## src/rtl/tcnt_apb_slave_mem.sv

```systemverilog
// APB3/APB4 completer backed by a word-addressed memory.
// Programmable wait states, PSLVERR on range/privilege faults, sticky protocol flag.
module tcnt_apb_slave_mem #(
  parameter int          PADDR_WIDTH  = 16,
  parameter int          PDATA_WIDTH  = 32,
  parameter int          DEPTH        = 64,
  parameter int          READ_DEFAULT = 0,
  parameter logic [31:0] LFSR_SEED    = 32'hACE1_1234
) (
  input  logic                     pclk,
  input  logic                     presetn,
  input  logic                     psel,
  input  logic                     penable,
  input  logic                     pwrite,
  input  logic [PADDR_WIDTH-1:0]   paddr,
  input  logic [PDATA_WIDTH-1:0]   pwdata,
  input  logic [PDATA_WIDTH/8-1:0] pstrb,
  input  logic [2:0]               pprot,
  input  logic [3:0]               cfg_wait_cycles,
  input  logic                     cfg_priv_only,
  output logic                     pready,
  output logic [PDATA_WIDTH-1:0]   prdata,
  output logic                     pslverr,
  output logic                     prot_err
);

  localparam int NB   = PDATA_WIDTH / 8;
  localparam int OFFS = $clog2(NB);
  localparam int AW   = (DEPTH > 1) ? $clog2(DEPTH) : 1;

  typedef enum logic {IDLE, ACCESS} state_e;

  state_e                 state_q;
  logic                   pready_q;
  logic [PDATA_WIDTH-1:0] prdata_q;
  logic                   pslverr_q;
  logic                   prot_err_q;
  logic [DEPTH-1:0]       vld_q;
  logic [PDATA_WIDTH-1:0] mem_q [DEPTH];
  logic [31:0]            lfsr_q;
  logic                   wr_q;
  logic [PADDR_WIDTH-1:0] addr_q;
  logic [PDATA_WIDTH-1:0] wdata_q;
  logic [NB-1:0]          strb_q;
  logic [AW-1:0]          widx_q;
  logic                   rnd_q;
  logic [3:0]             cnt_q;

  logic [31:0]            idx_d;
  logic [AW-1:0]          widx_d;
  logic                   err_d;
  logic                   rnd_d;
  logic [PDATA_WIDTH-1:0] rdata_d;
  logic [31:0]            lfsr_d;
  logic                   chg_d;
  logic                   unused_prot;

  assign unused_prot = ^pprot[2:1];

  assign idx_d  = 32'(paddr) >> OFFS;
  assign widx_d = idx_d[AW-1:0];
  assign err_d  = (idx_d >= 32'(DEPTH)) |
                  (cfg_priv_only & ~pprot[0]);

  // Galois LFSR, taps 32,22,2,1
  assign lfsr_d = {1'b0, lfsr_q[31:1]} ^
                  (lfsr_q[0] ? 32'h8020_0003 : 32'h0);

  assign chg_d = (pwrite != wr_q) | (paddr != addr_q) |
                 (pwdata != wdata_q) | (pstrb != strb_q);

  always_comb begin
    rdata_d = '0;
    rnd_d   = 1'b0;
    if (!err_d) begin
      if (vld_q[widx_d]) begin
        rdata_d = mem_q[widx_d];
      end else if (READ_DEFAULT == 1) begin
        rdata_d = lfsr_q[PDATA_WIDTH-1:0];
        rnd_d   = ~pwrite;
      end
    end
  end

  always_ff @(posedge pclk) begin
    if (!presetn) begin
      state_q    <= IDLE;
      pready_q   <= 1'b0;
      prdata_q   <= '0;
      pslverr_q  <= 1'b0;
      prot_err_q <= 1'b0;
      vld_q      <= '0;
      lfsr_q     <= LFSR_SEED;
      wr_q       <= 1'b0;
      addr_q     <= '0;
      wdata_q    <= '0;
      strb_q     <= '0;
      widx_q     <= '0;
      rnd_q      <= 1'b0;
      cnt_q      <= '0;
    end else begin
      unique case (state_q)
        IDLE: begin
          if (psel && !penable) begin
            wr_q      <= pwrite;
            addr_q    <= paddr;
            wdata_q   <= pwdata;
            strb_q    <= pstrb;
            widx_q    <= widx_d;
            rnd_q     <= rnd_d;
            cnt_q     <= cfg_wait_cycles;
            pready_q  <= (cfg_wait_cycles == 4'd0);
            pslverr_q <= err_d;
            prdata_q  <= rdata_d;
            state_q   <= ACCESS;
          end else if (psel && penable) begin
            prot_err_q <= 1'b1;
          end
        end
        ACCESS: begin
          if (!psel) begin
            prot_err_q <= 1'b1;
            pready_q   <= 1'b0;
            pslverr_q  <= 1'b0;
            state_q    <= IDLE;
          end else if (!pready_q) begin
            cnt_q    <= cnt_q - 4'd1;
            pready_q <= (cnt_q == 4'd1);
            if (chg_d) prot_err_q <= 1'b1;
          end else begin
            if (wr_q && !pslverr_q) begin
              for (int i = 0; i < NB; i++) begin
                if (strb_q[i]) mem_q[widx_q][8*i +: 8] <= wdata_q[8*i +: 8];
              end
              vld_q[widx_q] <= 1'b1;
            end
            if (rnd_q) lfsr_q <= lfsr_d;
            pready_q  <= 1'b0;
            pslverr_q <= 1'b0;
            state_q   <= IDLE;
          end
        end
        default: state_q <= IDLE;
      endcase
    end
  end

  assign pready   = pready_q;
  assign prdata   = prdata_q;
  assign pslverr  = pslverr_q & pready_q;
  assign prot_err = prot_err_q;

endmodule

```

## config.mk

```make
export PLATFORM = sky130hd
export DESIGN_NAME = tcnt_apb_slave_mem
export DESIGN_NICKNAME = d
export VERILOG_FILES = /design/src/rtl/tcnt_apb_slave_mem.sv
export SDC_FILE = /design/constraint.sdc
export NUM_CORES = 2
export LEC_CHECK = 0
export BUFFER_PORTS_ARGS = -buffer_cell sky130_fd_sc_hd__buf_2
export CORE_ASPECT_RATIO = 1.4
export CORE_MARGIN = 3
export CORE_UTILIZATION = 55
export DETAILED_ROUTE_END_ITERATION = 8
export GPL_ROUTABILITY_DRIVEN = 0
export MAX_ROUTING_LAYER = met4
export PLACE_DENSITY = 0.82
export SLEW_MARGIN = 25
export SYNTH_ARGS = -nofsm -noshare
export SYNTH_HDL_FRONTEND = slang
export SYNTH_SLANG_ARGS = --single-unit
```

## constraint.sdc

```tcl
create_clock -name pclk -period 7.54 [get_ports pclk]
set_input_delay 0 -clock pclk [delete_from_list [all_inputs] [get_ports pclk]]
set_output_delay 0 -clock pclk [all_outputs]
set_load 0.005 [all_outputs]
```

* Yosys cells after proc, flatten, opt, wreduce, memory -nomap -nowiden
Memory sizes are Yosys's and may differ from the RTL's.
Cells that the tools add are included.
** Word-level totals
- Logic and storage cells :: 108
- Memory bits (read-only) :: 0
- Input port bits :: 65
- Latch bits :: 0
- Bits in registers :: 163
- Bits in writable memories :: 2048
- Memories :: 1
- Output and inout port bits :: 35
** Cells by class
- Shift operators :: 0
- $lt $le $gt $ge :: 4
- Muxes and demuxes :: 56
- Equality and inequality tests :: 13
- Add/sub/neg operators :: 1
- Divide/modulo/power cells :: 0
- Multiply operators :: 0
- Bitwise logic cells :: 9
- Reductions and logical operators :: 12
** Memories
- mem_q :: words 64, bits a word 32, rd ports 1, clocked after Yosys merged registers in 0, write ports 1, line 39 : logic [PDATA_WIDTH-1:0] mem_q [DEPTH];
** Operators with widths (count)
- $mux W32 :: 2
- $or A64 B64 Y64 :: 1
- $mux W1 :: 44
- $ne A32 B32 Y1 :: 1
- $ne A16 B16 Y1 :: 1
- $ge A14 B7 Y1 const B :: 1
- $lt A6 B7 Y1 const B :: 2
- $mux W4 :: 3
- $ne A2 B2 Y1 const B :: 5
- $pmux W1 S2 :: 4
- $pmux W4 S2 :: 1
- $reduce_and A4 Y1 :: 2
- $bmux W1 S6 :: 1
- $demux W1 S6 :: 1
- $ge A6 B1 Y1 const B :: 1
- $ne A3 B2 Y1 const B :: 2
- $eq A4 B1 Y1 const B :: 1
- $logic_and A1 B1 Y1 :: 4
- $logic_not A4 Y1 :: 1
- $ne A4 B4 Y1 :: 1
- $or A1 B1 Y1 :: 4
- $reduce_and A2 Y1 :: 2
- $sub A4 B1 Y4 const B :: 1
- $ne A3 B3 Y1 const B :: 1
- 5 further kinds :: 8

* Longest topological paths before layout
- Depth in word-level cells :: 8
- Mapped depth :: 12
- Gate-level depth less buffers :: 6

* Least setup slack after synthesis
OpenSTA, ideal clock, no wires.
- Kind :: reg2reg
- Start :: register state_q
- End :: memory mem_q[4][0], enable pin
- Stages on the path, launching flop included :: 9
- Path slack :: 5142 ps
- Required time :: 7170 ps
- Library setup time :: 370 ps
- Path buffers :: 2
- Arrival time :: 2028 ps
- Cell sequence :: dfxtp_1 > buf_2 > nand3_1 > nor3b_1 > nand2b_1 > nor3_1 > buf_2 > nand2_1 > nor2_1
** On the way
- Word-level cells in the longest chain between the ends :: 3
** Ends and longest elaborated chain
- start: declaration :: line 33 : state_e state_q;
- start signal: assignment :: line 87 : state_q <= IDLE;
- start signal: assignment :: line 115 : state_q <= ACCESS;
- start signal: assignment :: line 125 : state_q <= IDLE;
- $mux W1 :: line 102 : unique case (state_q)
- $mux W1 :: line 86 : if (!presetn) begin
- $mux W1 (not written as such) :: line 133 : if (strb_q[i]) mem_q[widx_q][8*i +: 8] <= wdata_q[8*i +: 8];
- end: declaration :: line 39
Every way passes these cells.

* Worst setup path after layout
- Start :: register state_q
- End :: memory mem_q[11][13], enable pin
Same word-level chain as after synthesis.

==> metrics.md <==
| Metric | Value |
|---|---|
| Area contributors post-synth | `edfxtp_1 (72%), mux4_2 (13%), dfxtp_1 (3.7%), mux2i_1 (2.3%), nor2_1 (1.6%)` |
| Final hold vios | `0` |
| CP Class | `flip-flop to flip-flop` |
| Fin crit share | `61.3%` |
| Relative slew slack | `27.6%` |
| CTS tree | `yes` |
| Residual DRC | `1` |
| All-layer global routing usage | `30.1%` |
| Maximum vdd drop | `195 uV` |
| Net Sw Frac | `21.0%` |
| CP endpoint kind | `flip-flop` |
| Synth area leader | `edfxtp_1` |
| Vias in the first global route | `47151` |
| Grt met1 use | `36.2%` |
| Vias per cell | `6.75` |
| Library cells used by synthesis | `56` |
| Grt ovf | `0` |
| Int Pwr | `0.0191 W` |
| Final Slew Violations | `0` |
| Most common cell after layout, fill and taps aside | `edfxtp_1` |
| Net Sw Power | `0.00507 W` |
| Register bit total from synthesis | `2205` |
| Synth Net Count | `4452` |
| CTS-repair resized insts | `0` |
| Least-Margin Pin Slew | `1.08 ns` |
| Comb pwr share | `4.7%` |
| Clk pwr share | `40.1%` |
| Setup TNS | `0 ns` |
| DP Wirelength | `131000 microns` |
| Async set or reset register ratio after synthesis | `0%` |
| Layout cell share with drive strength beyond 1 | `21.7%` |
| RSZ-0062 raised after global routing | `no` |
| Drt total wl | `234000 microns` |
| Layout area overhead | `12.2%` |
| CP max FO | `20` |
| Primary FF master, synth | `edfxtp_1` |
| Most frequent cells in the layout | `edfxtp_1 (2048), mux4_2 (513), nor2_1 (349), nand2_1 (266), clkbuf_16 (196)` |
| Core region area | `0.154 sq mm` |
| Die height | `473 microns` |
| CTS Sinks | `2205` |
| Seq pwr share | `55.2%` |
| Worst-Skew Late Latency | `0.84 ns` |
| Antenna Violating Nets Remaining | `0` |
| Port buffer count | `97` |
| Min-Delay Startpoint | `paddr[5]` |
| Clk buf depth | `3` |
| YS warnings | `0` |
| Failing checks | `design-rule violations` |
| # nets final | `4724` |
| HP Class | `input port to flip-flop` |
| Drt first-iter violations | `7357` |
| DR WL/cell | `33.8 microns` |
| PD cells | `251 mW/mm^2` |
| First-pass iteration count of the detailed router | `7` |
| Crit Reg-Reg Startpoint | `state_q` |
| Final worst path period need | `4.62 ns` |
| CTS Root Cell | `clkbuf_16` |
| Initial Utilization | `55.6%` |
| Vias | `46636` |
| FP Rows | `170` |
| First-pass GRT wire length | `336000 microns` |
| CP startpoint kind | `flip-flop` |
| Top cell type's share of synthesized area | `71.7%` |
| GRT Max-Usage Layer | `met2` |
| Final core occ | `62.4%` |
| Layout Skew | `0.0362 ns` |
| Post-synth EDFFs | `2048` |
| Die width | `340 microns` |
| Max_cap viols | `0` |
| Worst endpoint required time | `7.99 ns` |
| Initial antenna violation count | `18` |
| Worst setup path startpoint | `state_q` |
| Clock buffers created by TritonCTS | `188` |
| Die ar. | `0.161 sq mm` |
| P_leak | `32.8 nW` |
| Mean post-synth cell area | `19.6 sq um` |
| Cells after synthesis | `4385` |
| H-tree levels | `4` |
| Met2 usage | `45.5%` |
| I/O pin cnt | `100` |
| Critical path arrival | `5.07 ns` |
| Largest net degree at the start of global routing | `121` |
| Synthesized area | `0.0858 sq mm` |
| FMAX | `0.217 GHz` |
| Sequential fraction of the synthesis area | `75.4%` |
| Outcome | `finished, violations left` |
| Clk slew on worst S/H paths | `0.07 ns` |
| Final setup fails | `0` |
| Grt met3 use | `8.45%` |
==> synth_stat cells, types with 37 or more instances <==
cell type	count
nor2_1	360
xnor2_1	39
mux2i_1	193
buf_4	37
o22ai_1	37
a22oi_1	88
mux4_2	513
edfxtp_1	2048
o211ai_1	41
buf_2	63
clkbuf_1	122
nand2_1	270
a21oi_1	146
dfxtp_1	157
nand3_1	48
==> power groups by stage <==
| stage | sequential [W] | combinational (W) | clock, W |
|---|---|---|---|
| 6_report | 0.0134 | 0.00114 | 0.00969 |
| 5_1_grt | 0.0133 | 0.00118 | 0.0101 |
| 4_1_cts | 0.0133 | 0.00110 | 0.00970 |
| 3_5_place_dp | 0.0136 | 0.00102 | 0 |
| 3_3_place_gp | 0.0136 | 0.000985 | 0 |
| 2_1_floorplan | 0.0137 | 0.000617 | 0 |
==> metrics by stage <==
stage	power, W	instances	area [sq um]	worst slack, ns	hold WS, ns
finish	0.0242	6910	96200	2.92	0.0945
global route	0.0247	6897	96200	2.68	0.105
CTS	0.0242	6877	96100	3.09	0.0164
detailed placement	0.0146	6357	88300	3.14	0.251
global placement	0.0146	6356	88300	3.27	0.253
floorplan	0.0143	4385	85800	5.14	0.136
==> final cells by class <==
class,instances,area [sq um]
diodes,33,82.6
clock buffers,262,5280
clock inverters,84,805
fillers,9623,58000
inverters,24,92.6
multi-input cells,1890,19800
flip-flops and latches,2205,64700
well taps,2064,2580
repair buffers,348,2940
==> final timing paths <==
| kind | slack, ns | cells past startpoint | end |
|---|---|---|---|
| max | 2.92 | 6 | mem_q[11][13] |
| min | 0.09 | 3 | prdata[7] |
| max reg2reg | 2.92 | 6 | mem_q[11][13] |
| min reg2reg | 0.45 | 2 | vld_q[55] |
==> flip-flops by register name, summed over array words and instances (netlist names) <==
signal / count
addr_q: 16
cnt_q: 4
mem_q: 2048
prdata: 32
pready: 1
prot_err: 1
pslverr_q: 1
state_q: 1
strb_q: 4
vld_q: 64
wdata_q: 32
wr_q: 1
==> kinds of logic (layout without fill, tap and decap cells) <==
group	count (synthesis)	in the layout	share of synthesized area [%]
DFF	2205	2205	75.4
muxes	736	736	16.2
and+or+nand+nor	733	733	3.46
AOI/OAI and AO/OA	376	376	2.81
buffers and inverters	290	718	1.74
xor gates and xnor gates	43	43	0.439
adders and majority gates	2	2	0.0292
other	0	33	0
==> routing by layer <==
layer | wire, microns | vias up
li1 | - | 18285
met1 | 76200 | 23660
met2 | 111000 | 3760
met3 | 29300 | 931
met4 | 17400 | 0
met5 | 0 | -
==> critical path: stages (launching register included) <==
cell,delay (ns)
dfxtp_1,0.77
nand3_1,0.15
nor3b_1,0.49
nand2b_1,0.28
nor2_1,0.78
nand2_1,0.82
nor2_1,0.94
==> repair_timing <==
item                                   in CTS  in global routing
hold buffers                              174                  0
buffers inserted                            0                  0
endpoints found under the hold margin      70                  0
No activity file was read; power rests on OpenSTA's default activity.
